`config.mk`:
```
export PLATFORM = sky130hd
export DESIGN_NAME = if_prefetch
export DESIGN_NICKNAME = d
export VERILOG_FILES = /design/src/rtl/if_prefetch.sv
export SDC_FILE = /design/constraint.sdc
export NUM_CORES = 1
export LEC_CHECK = 0
export ABC_AREA = 0
export CAP_MARGIN = 5
export CORE_MARGIN = 8
export CORE_UTILIZATION = 50
export DETAILED_ROUTE_END_ITERATION = 6
export PLACE_DENSITY = 0.78
export SKIP_LAST_GASP = 1
export SLEW_MARGIN = 15
export SYNTH_ARGS = -nofsm -noshare
export SYNTH_HDL_FRONTEND = slang
export SYNTH_SLANG_ARGS = --single-unit
```
`constraint.sdc`:
```
create_clock -name clk -period 6.75 [get_ports clk]
set_input_delay 0.675 -clock clk [delete_from_list [all_inputs] [get_ports clk]]
set_output_delay 0.675 -clock clk [all_outputs]
set_load 0.03 [all_outputs]
```
`src/rtl/if_prefetch.sv`:
```
// Instruction-fetch prefetch buffer: issues word fetches under a two-credit limit and
// queues returned instructions in a two-entry FIFO that feeds the IF/ID register.
module if_prefetch #(
  parameter logic [31:0] RESET_PC  = 32'h0000_0000,
  parameter logic [31:0] NOP_INSTR = 32'h0000_0013
) (
  input  logic        clk,
  input  logic        reset,
  input  logic        Branch,
  input  logic        Jump,
  input  logic [31:0] JumpAddr,
  input  logic        IFWrite,
  output logic        imem_req,
  output logic [31:0] imem_addr,
  input  logic        imem_ack,
  input  logic        imem_rvalid,
  input  logic [31:0] imem_rdata,
  output logic [31:0] Instruction_if,
  output logic [31:0] PC,
  output logic        IF_valid,
  output logic        IF_flush
);
  localparam int unsigned XLEN   = 32;
  localparam int unsigned DEPTH  = 2;
  localparam int unsigned CNT_W  = 2;
  localparam int unsigned CRED_W = CNT_W + 1;

  logic [XLEN-1:0]  fifo_pc    [DEPTH];
  logic [XLEN-1:0]  fifo_instr [DEPTH];
  logic             rd_ptr;
  logic             wr_ptr;
  logic [CNT_W-1:0] count;
  logic [CNT_W-1:0] outstanding;
  logic [CNT_W-1:0] drop;
  logic [XLEN-1:0]  fetch_pc;
  logic [XLEN-1:0]  resp_pc;

  logic             redirect;
  logic             accept;
  logic             resp;
  logic             push;
  logic             pop;
  logic [XLEN-1:0]  target;
  logic [CNT_W-1:0] inflight_next;

  // Credit check, handshake decode and head-of-queue presentation.
  always_comb begin
    redirect       = Branch | Jump;
    target         = JumpAddr & ~XLEN'(3);
    imem_req       = ~redirect & ~reset &
                     ((CRED_W'(count) + CRED_W'(outstanding)) < CRED_W'(DEPTH));
    imem_addr      = fetch_pc;
    accept         = imem_req & imem_ack;
    resp           = imem_rvalid & (outstanding != '0);
    push           = resp & (drop == '0) & ~redirect;
    IF_valid       = (count != '0);
    IF_flush       = redirect;
    pop            = IF_valid & IFWrite & ~redirect;
    Instruction_if = IF_valid ? fifo_instr[rd_ptr] : NOP_INSTR;
    PC             = IF_valid ? fifo_pc[rd_ptr] : resp_pc;
    inflight_next  = outstanding - CNT_W'(resp);
  end

  // FIFO payload storage; contents are only meaningful while counted.
  always_ff @(posedge clk) begin
    if (push) begin
      fifo_pc[wr_ptr]    <= resp_pc;
      fifo_instr[wr_ptr] <= imem_rdata;
    end
  end

  // On redirect every request still in flight (dropped ones included) becomes stale.
  always_ff @(posedge clk or posedge reset) begin
    if (reset) begin
      rd_ptr      <= 1'b0;
      wr_ptr      <= 1'b0;
      count       <= '0;
      outstanding <= '0;
      drop        <= '0;
      fetch_pc    <= RESET_PC;
      resp_pc     <= RESET_PC;
    end else if (redirect) begin
      rd_ptr      <= 1'b0;
      wr_ptr      <= 1'b0;
      count       <= '0;
      fetch_pc    <= target;
      resp_pc     <= target;
      outstanding <= inflight_next;
      drop        <= inflight_next;
    end else begin
      if (accept) fetch_pc <= fetch_pc + XLEN'(4);
      if (push) begin
        wr_ptr  <= ~wr_ptr;
        resp_pc <= resp_pc + XLEN'(4);
      end
      if (pop) rd_ptr <= ~rd_ptr;
      if (resp && (drop != '0)) drop <= drop - CNT_W'(1);
      outstanding <= inflight_next + CNT_W'(accept);
      count       <= count + CNT_W'(push) - CNT_W'(pop);
    end
  end
endmodule

```
==> results of run 1 <==
## layer usage
| layer | track usage | vias to the layer above | share of wire |
|---|---|---|---|
| met1 | 0.247 | 2901 | 0.45 |
| met4 | 0.0526 | 0 | 0.012 |
| li1 | - | 2825 | - |
| met2 | 0.280 | 255 | 0.45 |
| met5 | 0 | - | 0 |
| met3 | 0.0553 | 24 | 0.082 |
## power by group through the flow
| stage | Combinational (mW) | Sequential [mW] | Clock, mW |
|---|---|---|---|
| floorplan | 0.224 | 1.43 | 0 |
| global placement | 0.414 | 1.41 | 0 |
| detailed placement | 0.426 | 1.41 | 0 |
| CTS | 0.430 | 1.39 | 0.932 |
| global route | 0.463 | 1.40 | 0.981 |
| finish | 0.426 | 1.39 | 0.910 |
## synth_stat cells, drive strengths merged (14+ instances only)
cell | n | area share
edfxtp | 124 | 0.44
nor2 | 83 | 0.037
dfrtp | 68 | 0.20
mux2i | 64 | 0.075
a21oi | 58 | 0.034
nand2 | 49 | 0.022
xor2 | 42 | 0.043
o21ai | 33 | 0.019
nand4 | 26 | 0.019
nand3 | 24 | 0.015
clkbuf | 22 | 0.0097
inv | 17 | 0.0075
xnor2 | 17 | 0.017
buf | 14 | 0.0082
## flip-flops by register name, indices dropped and copies added (netlist names), 2 cells and up
name         cells
fifo_pc         60
fifo_instr      64
resp_pc         30
drop             2
outstanding      2
count            2
imem_addr       30
## cells in the final DEF, fill, tap and decap left out, types with 2 or more instances in the layout
cell / count
nand2_1: 49
clkbuf_16: 17
nand4_1: 26
and2_1: 4
a21oi_1: 58
nor2_4: 4
nand3_2: 2
o21ai_0: 33
and3_1: 10
a31oi_1: 4
nor4_4: 2
xor2_1: 42
clkbuf_1: 2
nand3_1: 22
clkinv_2: 4
nor3_1: 11
or3_1: 2
and4_1: 2
dfrtp_1: 67
xnor2_1: 17
clkinv_1: 3
nor2_1: 79
edfxtp_1: 124
conb_1: 4
ha_1: 7
buf_4: 7
or4_1: 2
nor4b_1: 2
or2_2: 2
mux2i_1: 64
inv_1: 16
a311oi_1: 2
clkinvlp_2: 2
clkdlybuf4s50_1: 163
## worst paths after layout
check | from | to | slack (ps) | cells past startpoint
setup / recovery | count[0] | imem_req | 3080 | 5
hold / removal | resp_pc[30] | fifo_pc[0][30] | 520 | 0
setup reg to reg | count[0] | imem_addr[30] | 3540 | 7
hold reg to reg | resp_pc[30] | fifo_pc[0][30] | 520 | 0
max in group asynchronous | reset | rd_ptr | 5200 | 3
min in group asynchronous | reset | imem_addr[3] | 910 | 3
## cells by family (layout without fill, tap and decap cells)
group                    after synthesis  count (layout)
flip-flops                           192             192
AND/OR/NAND/NOR                      223             223
buffers and inverters                 53             219
XOR/XNOR                              59              59
adder cells (fa/ha/maj)                8               8
AO/OA/AOI/OAI                        101             101
other                                  1               4
multiplexers                          64              64
## worst reg2reg max path, cell delays in order, from the launching register on
cell	delay, ps
dfrtp_1	430
and2_1	190
fa_1	500
or4_4	600
nor4_4	770
nand2_1	140
or3_1	320
a31oi_1	170
## per-stage QoR
step / std cells / hold WS [ps] / setup WS, ps
final: 1090 / 523 / 3080
after global routing: 1090 / 549 / 2960
after CTS: 1090 / 523 / 3060
after detailed placement: 1058 / 506 / 3480
after global placement: 1058 / 486 / 3480
after floorplan: 704 / 464 / 2310
## cell type report
| type | count | area, sq um |
|---|---|---|
| Fill cell | 1257 | 5740 |
| Sequential cell | 192 | 5430 |
| Multi-Input combinational cell | 459 | 2920 |
| Timing Repair Buffer | 170 | 1680 |
| Clock buffer | 19 | 433 |
| Tap cell | 220 | 275 |
| Clock inverter | 13 | 96.3 |
| Inverter | 17 | 63.8 |
==> qor.yml, run 1 <==
run_status:
  status: "finished clean"
synth:
  synth-seq-area-share: 0.636
  syn-cell-area_sq_um: 8520
  synth_cell_types: 39
  syn_area_per_cell_sq_um: 12.2
  synth_top_family_by_area: "simple AND/OR/NAND/NOR gates"
  ys.flop_type: "edfxtp_1"
  synth_compound_gate_area_share: 0.0619
  synthArstFlopShare: 0.354
  synth-edff-count: 124
  synthCells: 701
  synth_xor_xnor_area_share: 0.0606
  synth-simple-area-share: 0.127
  synth_seq_cells: 192
  synthAdderAreaFrac: 0.0126
  synthMuxAreaShare: 0.0752
  ys_warn_count: 0
setup_path:
  path_class: "reg -> out"
  crit_chain: "and2_1 -> fa_1 -> or4_4 -> nor2_1 -> clkdlybuf4s50_1"
  crit_family: "simple AND/OR/NAND/NOR gates"
  critPathMaxStageDelay_ps: 700
  critPathRequiredTime_ps: 6070
  crit_buf_inv: 1
  crit_arrival_ps: 3000
  critPathMaxFanout: 4
  start_kind: "flip-flop"
  critPathCaptureType: "output port"
  slowest_stage: "clkdlybuf4s50_1"
sta:
  fin_crit_ps: 3670
  worst_slew_pin_slew_ps: 1120
  finClkSkew_ps: 10.5
  setup_viol: 0
  drv_slew: 0
  fmax_ghz: 0.272
  hold_viol_final: 0
  relSlewSlack: 0.253
  fin_tns_setup_ps: 0
  rsz0062_at_grt: "false"
  fin_crit_sh: 0.544
layout:
  final_core_util: 0.655
  drive_gt1_frac: 0.0552
  area_delta_synth_final_pct: 27.9
  diodes: 0
  fin_nets: 936
  design_area_sq_um: 10900
die:
  pin_count: 170
  core-area_sq_um: 16600
  rows: 47
  fp.dieH_um: 147
  die_w_um: 147
  dieArea_sq_um: 21500
  initial_utilization: 0.512
routing:
  initialDrtViolationCount: 374
  vias_per_cell: 5.51
  route.detailed.drc: 0
  wire_per_inst_um: 18.1
  dr.pass1.iters: 5
  drt.antenna.violating_nets: 0
  wirelength_um: 19700
  dr_total_vias: 6005
clock_network:
  insertion_delay_ps: 420
  clock_sinks: 192
  cts_resized: 0
  htreeDepth: 4
  cts_buffers: 17
  post_cts.repair.setup_buffers: 0
  clock-root-buffer: "clkbuf_16"
  cts.reportedPaths.clkPinSlew_ps: 70
  ctsHoldBuffers: 0
  cts_tree: "built"
  clk_path_buf_depth: 2
placed_design:
  place_hpwl_um: 13200
  postPlaceCellArea_sq_um: 10400
  gp_congestion: 0.860
  io_buffers: 163
power:
  pwr-share-seq: 0.510
  p_clk_frac: 0.333
  internal_power_mw: 2.00
  power.total_mw: 2.73
  worst_ir_drop_vdd_mv: 0.180
  leakagePower_nw: 3.82
  powerDensity_nw_per_um2: 250
  combPwrFrac: 0.156
  sw_frac_of_total: 0.266
  p_sw_uw: 725
global_route:
  grt_remaining_overflow: 0
  grt_pass1_wl_um: 31400
  grt_pass1_vias: 5988
  grt_start_max_net_pins: 91
  gr-usage-all-layers: 0.183
  grt_antenna_before_repair: 0
hold_path:
  hold_path.class: "reg -> reg"
run:
  drv_cap: 0
Note: power is estimated with default switching activity, not from simulation.
==> inputs of run 2 (changes only) <==
- CORE_UTILIZATION: 50 -> 47
- PLACE_DENSITY: 0.78 -> 0.77
- clock period: 6.75 -> 3.3 ns (I/O delays scaled with it)
==> run 2 against run 1 <==
Final cell count grew 1.6%. Via count decreased by 2.4%. First-iteration DRC count decreased by 25%. Sequential power rose by 100%. Register-to-register slack lost 3000 ps. Combinational power increased by 100%. Core utilization is 3.8 points lower. Critical endpoint unchanged.
==> qor.yml, run 2 (synthesis results as in run 1) <==
sta:
  setup_viol: 0  # unchanged
  fmax_ghz: 0.332
  whs_ps: 360  # was 523 ps
  fin_crit_ps: 3020
  relSlewSlack: 0.487  # was 0.253
  fin_crit_sh: 0.914
  drv_slew: 0  # unchanged
  finClkSkew_ps: 9.23  # was 10.5 ps
  hold_viol_final: 0  # unchanged
  fin_ws_ps: 285  # was 3080 ps
  rsz0062_at_grt: "false"  # unchanged
  worst_slew_pin_slew_ps: 767  # was 1120 ps
placed_design:
  gp_congestion: 0.838  # was 0.860
  placed_cells: 1075  # was 1058
  postPlaceCellArea_sq_um: 10500  # was 10400 sq um
  place_hpwl_um: 13400  # was 13200 um
  io_buffers: 163  # unchanged
  preCtsSetupSlack_ps: 474  # was 3480 ps
routing:
  wirelength_um: 19300  # was 19700 um
  dr_total_vias: 5858  # was 6005
  dr.pass1.iters: 5  # unchanged
  initialDrtViolationCount: 281  # was 374
  wirelength_met1_um: 8690  # was 8910 um
  vias_per_cell: 5.29  # was 5.51
  top_layer: "met4"  # unchanged
  route.detailed.drc: 0  # unchanged
  drt.antenna.violating_nets: 0  # unchanged
  wire_per_inst_um: 17.4  # was 18.1 um
  met3_length_um: 1330  # was 1610 um
  wl_met2_um: 8920  # was 8940 um
die:
  rows: 49  # was 47
  die_w_um: 151  # was 147 um
  initial_utilization: 0.476  # was 0.512
  pin_count: 170  # unchanged
  dieArea_sq_um: 22700  # was 21500 sq um
  core-area_sq_um: 17900  # was 16600 sq um
  fp.dieH_um: 151  # was 147 um
clock_network:
  clock_sinks: 192  # unchanged
  clk_path_buf_depth: 2  # unchanged
  cts_resized: 1  # was 0
  insertion_delay_ps: 430  # was 420 ps
  ctsHoldBuffers: 0  # unchanged
  htreeDepth: 4  # unchanged
  post_cts.repair.setup_buffers: 0  # unchanged
  cts.reportedPaths.clkPinSlew_ps: 70  # about the same
  cts_buffers: 17  # unchanged
  clock-root-buffer: "clkbuf_16"  # unchanged
  cts_tree: "built"  # unchanged
layout:
  largest_register_ffs: 64  # unchanged
  final_core_util: 0.618  # was 0.655
  diodes: 0  # unchanged
  top_register: "fifo_instr"  # unchanged
  final_cell_mix: "162 x clkdlybuf4s50_1, 124 x edfxtp_1, 79 x nor2_1, 67 x dfrtp_1, 64 x mux2i_1"  # was 163 x clkdlybuf4s50_1, 124 x edfxtp_1, 79 x nor2_1, 67 x dfrtp_1, 64 x mux2i_1
  drive_gt1_frac: 0.0661  # was 0.0552
  fin_nets: 944  # was 936
  reg.largest.list: "fifo_instr (64), fifo_pc (60)"  # unchanged
  design_area_sq_um: 11100  # was 10900 sq um
  area_delta_synth_final_pct: 29.7  # was 27.9%
  mostFrequentLayoutCell: "clkdlybuf4s50_1"  # unchanged
  final_cells: 1107  # was 1090
setup_path:
  regToRegEndpoint: "imem_addr[30]"  # unchanged
  critPathCaptureType: "output port"  # unchanged
  crit_chain: "and2_1 -> fa_1 -> or4_4 -> nor2_1 -> dlygate4sd2_1"  # was and2_1 -> fa_1 -> or4_4 -> nor2_1 -> clkdlybuf4s50_1
  worstReg2RegStart: "count[0]"  # unchanged
  crit_arrival_ps: 2690  # was 3000 ps
  critPathRequiredTime_ps: 2970  # was 6070 ps
  reg2reg_depth: 8  # was 7
  critPathMaxFanout: 4  # unchanged
  start_kind: "flip-flop"  # unchanged
  reg2reg_slack_ps: 540  # was 3540 ps
  slowest_stage: "or4_4"  # was clkdlybuf4s50_1
  critPathMaxStageDelay_ps: 590  # was 700 ps
  startpoint: "count[0]"  # unchanged
  path_class: "reg -> out"  # unchanged
global_route:
  gr-usage-all-layers: 0.173  # was 0.183
  grt_pass1_wl_um: 30600  # was 31400 um
  grt_pass1_vias: 5897  # was 5988
  grt_start_max_net_pins: 91  # unchanged
  grt_remaining_overflow: 0  # unchanged
  grt_antenna_before_repair: 0  # unchanged
run:
  drv_cap: 0  # unchanged
power:
  worst_ir_drop_vdd_mv: 0.393  # was 0.180 mV
  leakagePower_nw: 3.90  # was 3.82 nW
  powerDensity_nw_per_um2: 515  # was 250 nW/um^2
hold_path:
  hold_path.class: "in -> async"  # was reg -> reg
run_status:
  status: "finished clean"  # unchanged
## run 2: cell types whose count changed in the layout (fill, tap and decap cells not counted), moves of 2 or more
cell      before  now
buf_12         0    3
buf_4          7   12
clkinv_1       3    1
clkinv_2       4    2
clkinv_4       1    4
## run 2: critical path: cells and delay by family, from the launching register on
kind	cells	cell delay [ps]
AND/OR/NAND/NOR	3	940
adder cells (fa/ha/maj)	1	470
buffers and inverters	1	430
flip-flops	1	420
## run 2: routing by layer
metal / GRT usage / vias up
met1: 0.232 / 2808
met2: 0.274 / 181
li1: - / 2845
met5: 0 / -
met4: 0.0604 / 0
met3: 0.0391 / 24
## run 2: area by class of cell
class	count	area, sq um
repair buffers	178	1780
fillers	1454	6850
flip-flops and latches	192	5430
inverters	17	63.8
clock buffers	19	433
well taps	229	287
multi-input cells	459	2920
clock inverters	13	139
## run 2: per-stage QoR
stage	TNS (ps)	power, mW
global route	0	5.92
CTS	0	5.74
global placement	0	3.74
detailed placement	0	3.76
floorplan	-98070	3.37
finish	0	5.70
## run 2: worst max path at each step
stage                       endpoint  depth (start not counted)
detailed placement          imem_req                          5
finish                      imem_req                          5
global route                imem_req                          5
global placement            imem_req                          5
CTS                         imem_req                          5
floorplan           fifo_instr[0][0]                          4
## run 2: report_power, final
part	internal (mW)	switching (mW)
clock network	1.12	0.870
registers	2.70	0.132
logic	0.372	0.500
